File: src/rtl/packet_concat_arbiter.sv
// Round-robin arbiter that stamps the winning port's fields into a unified-cache
// packet and buffers it in a two-entry queue with a valid/ack handshake.
module packet_concat_arbiter #(
  parameter int NUM_PORT = 4,
  parameter int ADDR_LEN = 32,
  parameter int DATA_LEN = 128,
  parameter int TYPE_LEN = 2,
  parameter int MASK_LEN = DATA_LEN / 8,
  parameter int PORT_LEN = 2,
  parameter bit CLEAR_READ_MASK = 1'b1,
  localparam int PACKET_LEN = ADDR_LEN + DATA_LEN + TYPE_LEN + MASK_LEN + PORT_LEN + 3
) (
  input  logic                         clk_in,
  input  logic                         reset_in,
  input  logic [NUM_PORT-1:0]          request_valid_in,
  output logic [NUM_PORT-1:0]          request_ack_out,
  input  logic [NUM_PORT*ADDR_LEN-1:0] addr_in,
  input  logic [NUM_PORT*DATA_LEN-1:0] data_in,
  input  logic [NUM_PORT*TYPE_LEN-1:0] type_in,
  input  logic [NUM_PORT*MASK_LEN-1:0] write_mask_in,
  input  logic [NUM_PORT-1:0]          is_write_in,
  input  logic [NUM_PORT-1:0]          cacheable_in,
  output logic [PACKET_LEN-1:0]        packet_out,
  output logic                         packet_valid_out,
  input  logic                         packet_ack_in,
  output logic                         busy_out
);

  localparam int PTR_W = (NUM_PORT > 1) ? $clog2(NUM_PORT) : 1;

  logic [ADDR_LEN-1:0]   addr_arr [NUM_PORT];
  logic [DATA_LEN-1:0]   data_arr [NUM_PORT];
  logic [TYPE_LEN-1:0]   type_arr [NUM_PORT];
  logic [MASK_LEN-1:0]   mask_arr [NUM_PORT];

  logic [1:0]            count_q, count_d;
  logic [PTR_W-1:0]      rr_ptr_q, rr_ptr_d;
  logic [PACKET_LEN-1:0] entry_q [2];
  logic [PACKET_LEN-1:0] entry_d [2];

  logic                  win_found;
  logic [PTR_W-1:0]      win_idx;
  int                    cand;
  logic                  pop, push_ok, push;
  logic [PACKET_LEN-1:0] new_pkt;

  // Read packets carry no meaningful byte mask, so it can be zeroed per port up front.
  genvar gi;
  generate
    for (gi = 0; gi < NUM_PORT; gi++) begin : g_unpack
      assign addr_arr[gi] = addr_in[gi*ADDR_LEN +: ADDR_LEN];
      assign data_arr[gi] = data_in[gi*DATA_LEN +: DATA_LEN];
      assign type_arr[gi] = type_in[gi*TYPE_LEN +: TYPE_LEN];
      assign mask_arr[gi] = (CLEAR_READ_MASK && !is_write_in[gi]) ? '0
                          : write_mask_in[gi*MASK_LEN +: MASK_LEN];
    end
  endgenerate

  always_comb begin
    win_found = 1'b0;
    win_idx   = '0;
    cand      = 0;
    for (int k = 0; k < NUM_PORT; k++) begin
      cand = int'(rr_ptr_q) + k;
      if (cand >= NUM_PORT) cand = cand - NUM_PORT;
      if (!win_found && request_valid_in[PTR_W'(cand)]) begin
        win_found = 1'b1;
        win_idx   = PTR_W'(cand);
      end
    end
  end

  assign pop     = (count_q != 2'd0) && packet_ack_in;
  assign push_ok = (count_q != 2'd2) || pop;
  // Gating with reset_in keeps acks low while reset is held, not just after the edge.
  assign push    = win_found && push_ok && reset_in;

  always_comb begin
    request_ack_out = '0;
    if (push) request_ack_out[win_idx] = 1'b1;
  end

  assign new_pkt = {cacheable_in[win_idx], is_write_in[win_idx], 1'b1, PORT_LEN'(win_idx),
                    mask_arr[win_idx], type_arr[win_idx], data_arr[win_idx], addr_arr[win_idx]};

  always_comb begin
    entry_d = entry_q;
    count_d = count_q;
    case ({push, pop})
      2'b01: begin
        entry_d[0] = entry_q[1];
        entry_d[1] = '0;
        count_d    = count_q - 2'd1;
      end
      2'b10: begin
        if (count_q == 2'd0) entry_d[0] = new_pkt;
        else                 entry_d[1] = new_pkt;
        count_d = count_q + 2'd1;
      end
      2'b11: begin
        if (count_q == 2'd1) begin
          entry_d[0] = new_pkt;
        end else begin
          entry_d[0] = entry_q[1];
          entry_d[1] = new_pkt;
        end
      end
      default: ;
    endcase
  end

  always_comb begin
    rr_ptr_d = rr_ptr_q;
    if (push) rr_ptr_d = (win_idx == PTR_W'(NUM_PORT - 1)) ? '0 : win_idx + 1'b1;
  end

  always_ff @(posedge clk_in or negedge reset_in) begin
    if (!reset_in) begin
      count_q    <= '0;
      rr_ptr_q   <= '0;
      entry_q[0] <= '0;
      entry_q[1] <= '0;
    end else begin
      count_q    <= count_d;
      rr_ptr_q   <= rr_ptr_d;
      entry_q[0] <= entry_d[0];
      entry_q[1] <= entry_d[1];
    end
  end

  assign packet_valid_out = (count_q != 2'd0);
  assign packet_out       = packet_valid_out ? entry_q[0] : '0;
  assign busy_out         = (count_q == 2'd2);

endmodule

File: config.mk
export PLATFORM = sky130hd
export DESIGN_NAME = packet_concat_arbiter
export DESIGN_NICKNAME = d
export VERILOG_FILES = /design/src/rtl/packet_concat_arbiter.sv
export SDC_FILE = /design/constraint.sdc
export NUM_CORES = 1
export LEC_CHECK = 0
export BUFFER_PORTS_ARGS = -buffer_cell sky130_fd_sc_hd__buf_2
export CAP_MARGIN = 30
export CORE_AREA = 2 2 353 355
export DETAILED_ROUTE_END_ITERATION = 10
export DIE_AREA = 0 0 355 357
export GPL_ROUTABILITY_DRIVEN = 1
export RECOVER_POWER = 100
export SETUP_SLACK_MARGIN = 0.1
export SYNTH_ARGS = -nofsm -noshare
export SYNTH_HDL_FRONTEND = slang
export SYNTH_SLANG_ARGS = --single-unit
File: constraint.sdc
create_clock -name clk_in -period 4 [get_ports clk_in]
set_clock_uncertainty 0.15 [all_clocks]
set_input_delay 0.8 -clock clk_in [delete_from_list [all_inputs] [get_ports clk_in]]
set_output_delay 0.8 -clock clk_in [all_outputs]
set_load 0.01 [all_outputs]
**Word level (Yosys, flattened, before mapping)**

Cells that the tools add are included.

- Output and inout bits: 189
- Register bits: 370
- Word-level logic and storage cells: 108
- Input port bits: 727

- Equality and inequality tests: 10
- Order comparisons: 11
- Reductions and logical operators: 17
- Bitwise operators: 1
- Add/subtract/negate cells: 10
- Multiplexer cells: 55

Operators with widths:

| operator | count |
|---|---|
| $pmux 366 s3 | 1 |
| $mux 183 | 5 |
| $bmux 128 s2 | 1 |
| $mux 128 | 2 |
| $mux 16 | 6 |
| $bmux 32 s2 | 1 |
| $mux 32 | 2 |
| $bmux 16 s2 | 1 |
| $mux 2 | 11 |
| $lt 2x4->1 const B | 4 |
| $mux 1 | 15 |
| $bmux 1 s2 | 6 |
| $ge 3x3->1 const B | 4 |
| $sub 2x1->2 const B | 5 |
| $eq 2x2->1 const B | 4 |
| $ne 2x2->1 const B | 4 |
| $logic_and 1x1->1 | 7 |
| $add 2x2->3 const B | 2 |
| $add 2x1->2 const B | 2 |
| $bmux 2 s2 | 1 |
| $eq 2x1->1 const B | 2 |
| $mux 4 | 1 |
| $pmux 2 s2 | 1 |
| $reduce_bool 2->1 | 2 |
| 12 further kinds | 14 |

**Logic depth before layout (Yosys ltp)**

- Word-level depth: 21
- Mapped depth: 13
- Gate-level depth less buffers: 10

**Least setup slack after synthesis**

No wires, ideal clock.

- Kind: input-to-reg
- Start point: in request_valid_in[0]
- End point: reg entry_q[12] (netlist bit)
- Setup time: 0.130 ns
- Buffers on the path: 4
- Stages on the path: 10
- Path slack: 0.660 ns
- Arrival: 3.060 ns
- Required time: 3.720 ns
- Path through: o41ai_2 a21oi_1 ha_1 clkbuf_1 or2_2 nand2b_1 clkbuf_1 buf_2 clkbuf_1 o21ai_1

- Elaborated cells on any way between the ends: 42
- Classes of those cells: 5 x eq/ne; 26 x mux; 1 x bitwise; 10 x reduce/logical

RTL lines:

| what | RTL line | source |
|---|---|---|
| from (decl) | 15 | `input logic [NUM_PORT-1:0] request_valid_in,` |
| $bmux 1 s2 | 66 | `if (!win_found && request_valid_in[PTR_W'(cand)]) begin` |
| $mux 1 (implied by the code) (2 in series) | 66 |  |
| $mux 1 | 66 |  |
| $logic_not 1->1 | 66 |  |
| $logic_and 1x1->1 | 66 |  |
| $mux 1 | 66 |  |
| $logic_not 1->1 | 66 |  |
| $logic_and 1x1->1 | 66 |  |
| $mux 1 | 66 |  |
| $logic_not 1->1 | 66 |  |
| $logic_and 1x1->1 | 66 |  |
| $mux 1 (*) | 66 |  |
| $logic_and 1x1->1 (*) (2 in series) | 76 | `assign push = win_found && push_ok && reset_in;` |
| net push | 44 | `logic pop, push_ok, push;` |
| $eq 2x2->1 / $eq 2x1->1 (equally long branches) | 89 | `case ({push, pop})` |
| $ne 2x2->1 (no source line) / $reduce_bool 3->1 (equally long branches) | n/a |  |
| $reduce_and 3->1 (no source line) | n/a |  |
| to (decl) | 38 | `logic [PACKET_LEN-1:0] entry_q [2];` |

Mark *: on every way through the listed nets, which the timed path passes. The rest lies on a longest branch. The select of a mux whose other input is x is not followed.
A chain may end at the register's enable or synchronous reset.

**Worst setup path in the final report**

- Start point: in reset_in
- End point: reg entry_q[79] (netlist bit)

- Word-level cells in the longest chain between the ends: 4
- Elaborated cells on any way between the ends: 9
- Classes of those cells: 5 x eq/ne; 1 x mux; 3 x reduce/logical

Ends and longest elaborated chain:

| what | RTL line | source |
|---|---|---|
| from (decl) | 14 | `input logic reset_in,` |
| $logic_and 1x1->1 (*) | 76 |  |
| net push | 44 |  |
| $eq 2x2->1 / $eq 2x1->1 (equally long branches) | 89 |  |
| $ne 2x2->1 (no source line) / $reduce_bool 3->1 (equally long branches) | n/a |  |
| $reduce_and 3->1 (no source line) | n/a |  |

Mark *: on every way through the listed nets, which the timed path passes. The rest lies on a longest branch.

==> impl_metrics.json <==
{
  "mostFrequentLayoutCell": "buf_2",
  "synthCells": 2947,
  "worst_pin_slew_ns": 1.31,
  "ys.flop_type": "dfrtp_1",
  "cts_root_buf": "clkbuf_16",
  "num-fill-cells": 13288,
  "max_cap_viol_count": 0,
  "remaining_drc_errors": 0,
  "vdd_ir_drop_max_mv": 0.611,
  "ioPinCount": 916,
  "drive_above_1_share_pct": 29.2,
  "io_buffer_count": 915,
  "end_kind": "flop",
  "fin_total_pwr_uw": 25300,
  "hp-class": "flop to flop",
  "vias_per_cell": 4.87,
  "met2_length_um": 55600,
  "slew_headroom_pct": 13.0,
  "synthDistinctLibCells": 39,
  "clock_sinks": 370,
  "grt_pass1_wl_um": 167000,
  "drt_iter0_drc": 1723,
  "finalSetupViolations": 0,
  "fin_crit_sh_pct": 94.0,
  "top_layer": "met5",
  "p_per_area_mw_per_mm2": 740,
  "seq_area_frac_synth_pct": 34.8,
  "clk_latency_ns": 0.62,
  "async_reset_ff_share_pct": 100,
  "wl_per_cell_um": 21.4,
  "firstDrtPassIters": 7,
  "max_freq_mhz": 266,
  "required_ns": 4.28,
  "start_util_pct": 21.7,
  "tns_ns": 0,
  "grt_pass1_vias": 25876,
  "num_rows": 129,
  "ant_nets": 0,
  "placeableCoreArea_mm2": 0.123,
  "ys_seq_elements": 370,
  "wl_met3_um": 9080,
  "dp_hpwl_um": 83400,
  "synth_area_mm2": 0.0266,
  "antenna_found_initial": 24,
  "rsz0062_at_grt": "no",
  "synth_edf_count": 0,
  "die_w_um": 355,
  "final_cell_mix": "buf_2, o21ai_0, mux2i_1",
  "syn-num-nets": 3685,
  "critPathLaunchType": "input pin",
  "syn2layout_area_growth_pct": 28.3,
  "critical_path_class": "input pin to flop",
  "clkTransAtPathRegs_ns": 0.06,
  "final-hold-violation-count": 0,
  "wl_met1_um": 46700,
  "yosysWarningCount": 0,
  "place_congestion": 0.839,
  "reg2reg_slack_ns": 0.52,
  "period_needed_ns": 3.76,
  "drv_slew": 0,
  "layout.nets": 4481,
  "outcome": "complete, no violations",
  "synth.avg_cell_area_um2": 9.04,
  "overflow": 0,
  "htree_num_levels": 2,
  "cts_buffer_depth": 3,
  "power_leakage_uw": 0.0156,
  "wl_um": 116000,
  "cp_max_fo": 77,
  "cts_buffers": 47,
  "grt_max_degree": 134,
  "grtUsageTotal_pct": 17.3,
  "num_vias": 26400,
  "worstPathArrival_ns": 4.04,
  "cts_tree": "built",
  "die_h_um": 357,
  "dieArea_mm2": 0.127
}
[stage by stage]
stage | worst slack, ns | cell area [um^2] | util (%) | hold slack (ns) | cells
after global routing | 0.106 | 34200 | 27.8 | 0.353 | 5420
after CTS | 0.122 | 34800 | 28.3 | 0.330 | 5409
after global placement | 0.187 | 33200 | 27.0 | 0.310 | 5325
after floorplan | 0.660 | 26600 | - | 0.298 | 2947
final | 0.238 | 34200 | 27.8 | 0.327 | 5422
after detailed placement | 0.0280 | 33200 | 27.0 | 0.314 | 5325
[synth_stat cells, types with 17 or more instances]
cell / count / area [um^2]
a211oi_2: 85 / 1060
nor2_1: 27 / 101
clkbuf_1: 195 / 732
buf_2: 51 / 255
and3b_1: 147 / 1290
o21ai_0: 330 / 1650
nor2b_1: 184 / 1150
buf_6: 28 / 315
a21oi_1: 205 / 1030
mux2i_1: 377 / 3770
dfrtp_1: 370 / 9260
o21a_1: 17 / 128
and3_1: 33 / 206
nand2_1: 256 / 961
a211oi_1: 63 / 473
mux2_2: 164 / 1850
or3_1: 147 / 920
o21ai_1: 216 / 1080
[area by class of cell]
class                   count  area, um^2  share of cell area, %
multi-input cells        2286       15700                   46.0
flip-flops and latches    370        9260                   27.1
repair buffers           1029        5570                   16.3
well taps                1637        2050                   5.99
clock buffers              68        1370                   3.99
clock inverters            15         173                  0.505
inverters                   9        33.8                 0.0988
diodes                      8        20.0                 0.0586
[metal layers]
| metal | track usage, % | up-vias |
|---|---|---|
| met5 | 0 | - |
| met4 | 7.57 | 10 |
| met3 | 3.77 | 183 |
| met2 | 28.5 | 1148 |
| met1 | 21.7 | 12798 |
| li1 | - | 12261 |
[report_power, final]
| group | switching [uW] | internal, uW |
|---|---|---|
| combinational | 9050 | 5540 |
| clock | 1850 | 2560 |
| sequential | 981 | 5330 |
[sequential cells by signal (all words and copies together) (netlist names)]
name and flops:
entry_q 366, count_q 2, rr_ptr_q 2
[cell families (layout without fill, tap and decap cells)]
logic type	count (synthesis)	count (layout)	synth area share, %
xor gates and xnor gates	2	2	0.0658
muxes	543	543	21.2
adders and majority gates	11	11	0.517
and+or+nand+nor	807	808	17.7
buffers and inverters	292	1121	5.21
other	0	8	0
DFF	370	370	34.8
AOI/OAI and AO/OA	922	922	20.6
[worst paths after layout]
check,from,end,cells after the start
hold / removal,entry_q[180]$_DFFE_PN0P_,entry_q[180]$_DFFE_PN0P_,2
setup / recovery,reset_in,entry_q[79]$_DFFE_PN0P_,12
hold reg to reg,entry_q[180]$_DFFE_PN0P_,entry_q[180]$_DFFE_PN0P_,2
min in group asynchronous,reset_in,entry_q[50]$_DFFE_PN0P_,3
max in group asynchronous,reset_in,entry_q[187]$_DFFE_PN0P_,5
setup reg to reg,count_q[0]$_DFFE_PN0P_,entry_q[255]$_DFFE_PN0P_,13
[worst max-delay path, stage by stage]
cell and delay [ns]:
dlygate4sd3_1 0.57, buf_8 0.16, o41ai_1 0.08, buf_4 0.23
a21oi_1 0.07, buf_4 0.18, ha_1 0.22, or2_4 0.30
buf_12 0.18, nand2b_4 0.10, clkbuf_4 0.68, o21ai_0 0.24
[timing repair]
action	CTS	global route
setup endpoints to repair	0	109
hold buffers	1	0
hold endpoints to repair	6	0
buffers inserted	0	3
resized for setup	0	1
Note: power is estimated with default switching activity, not from simulation.
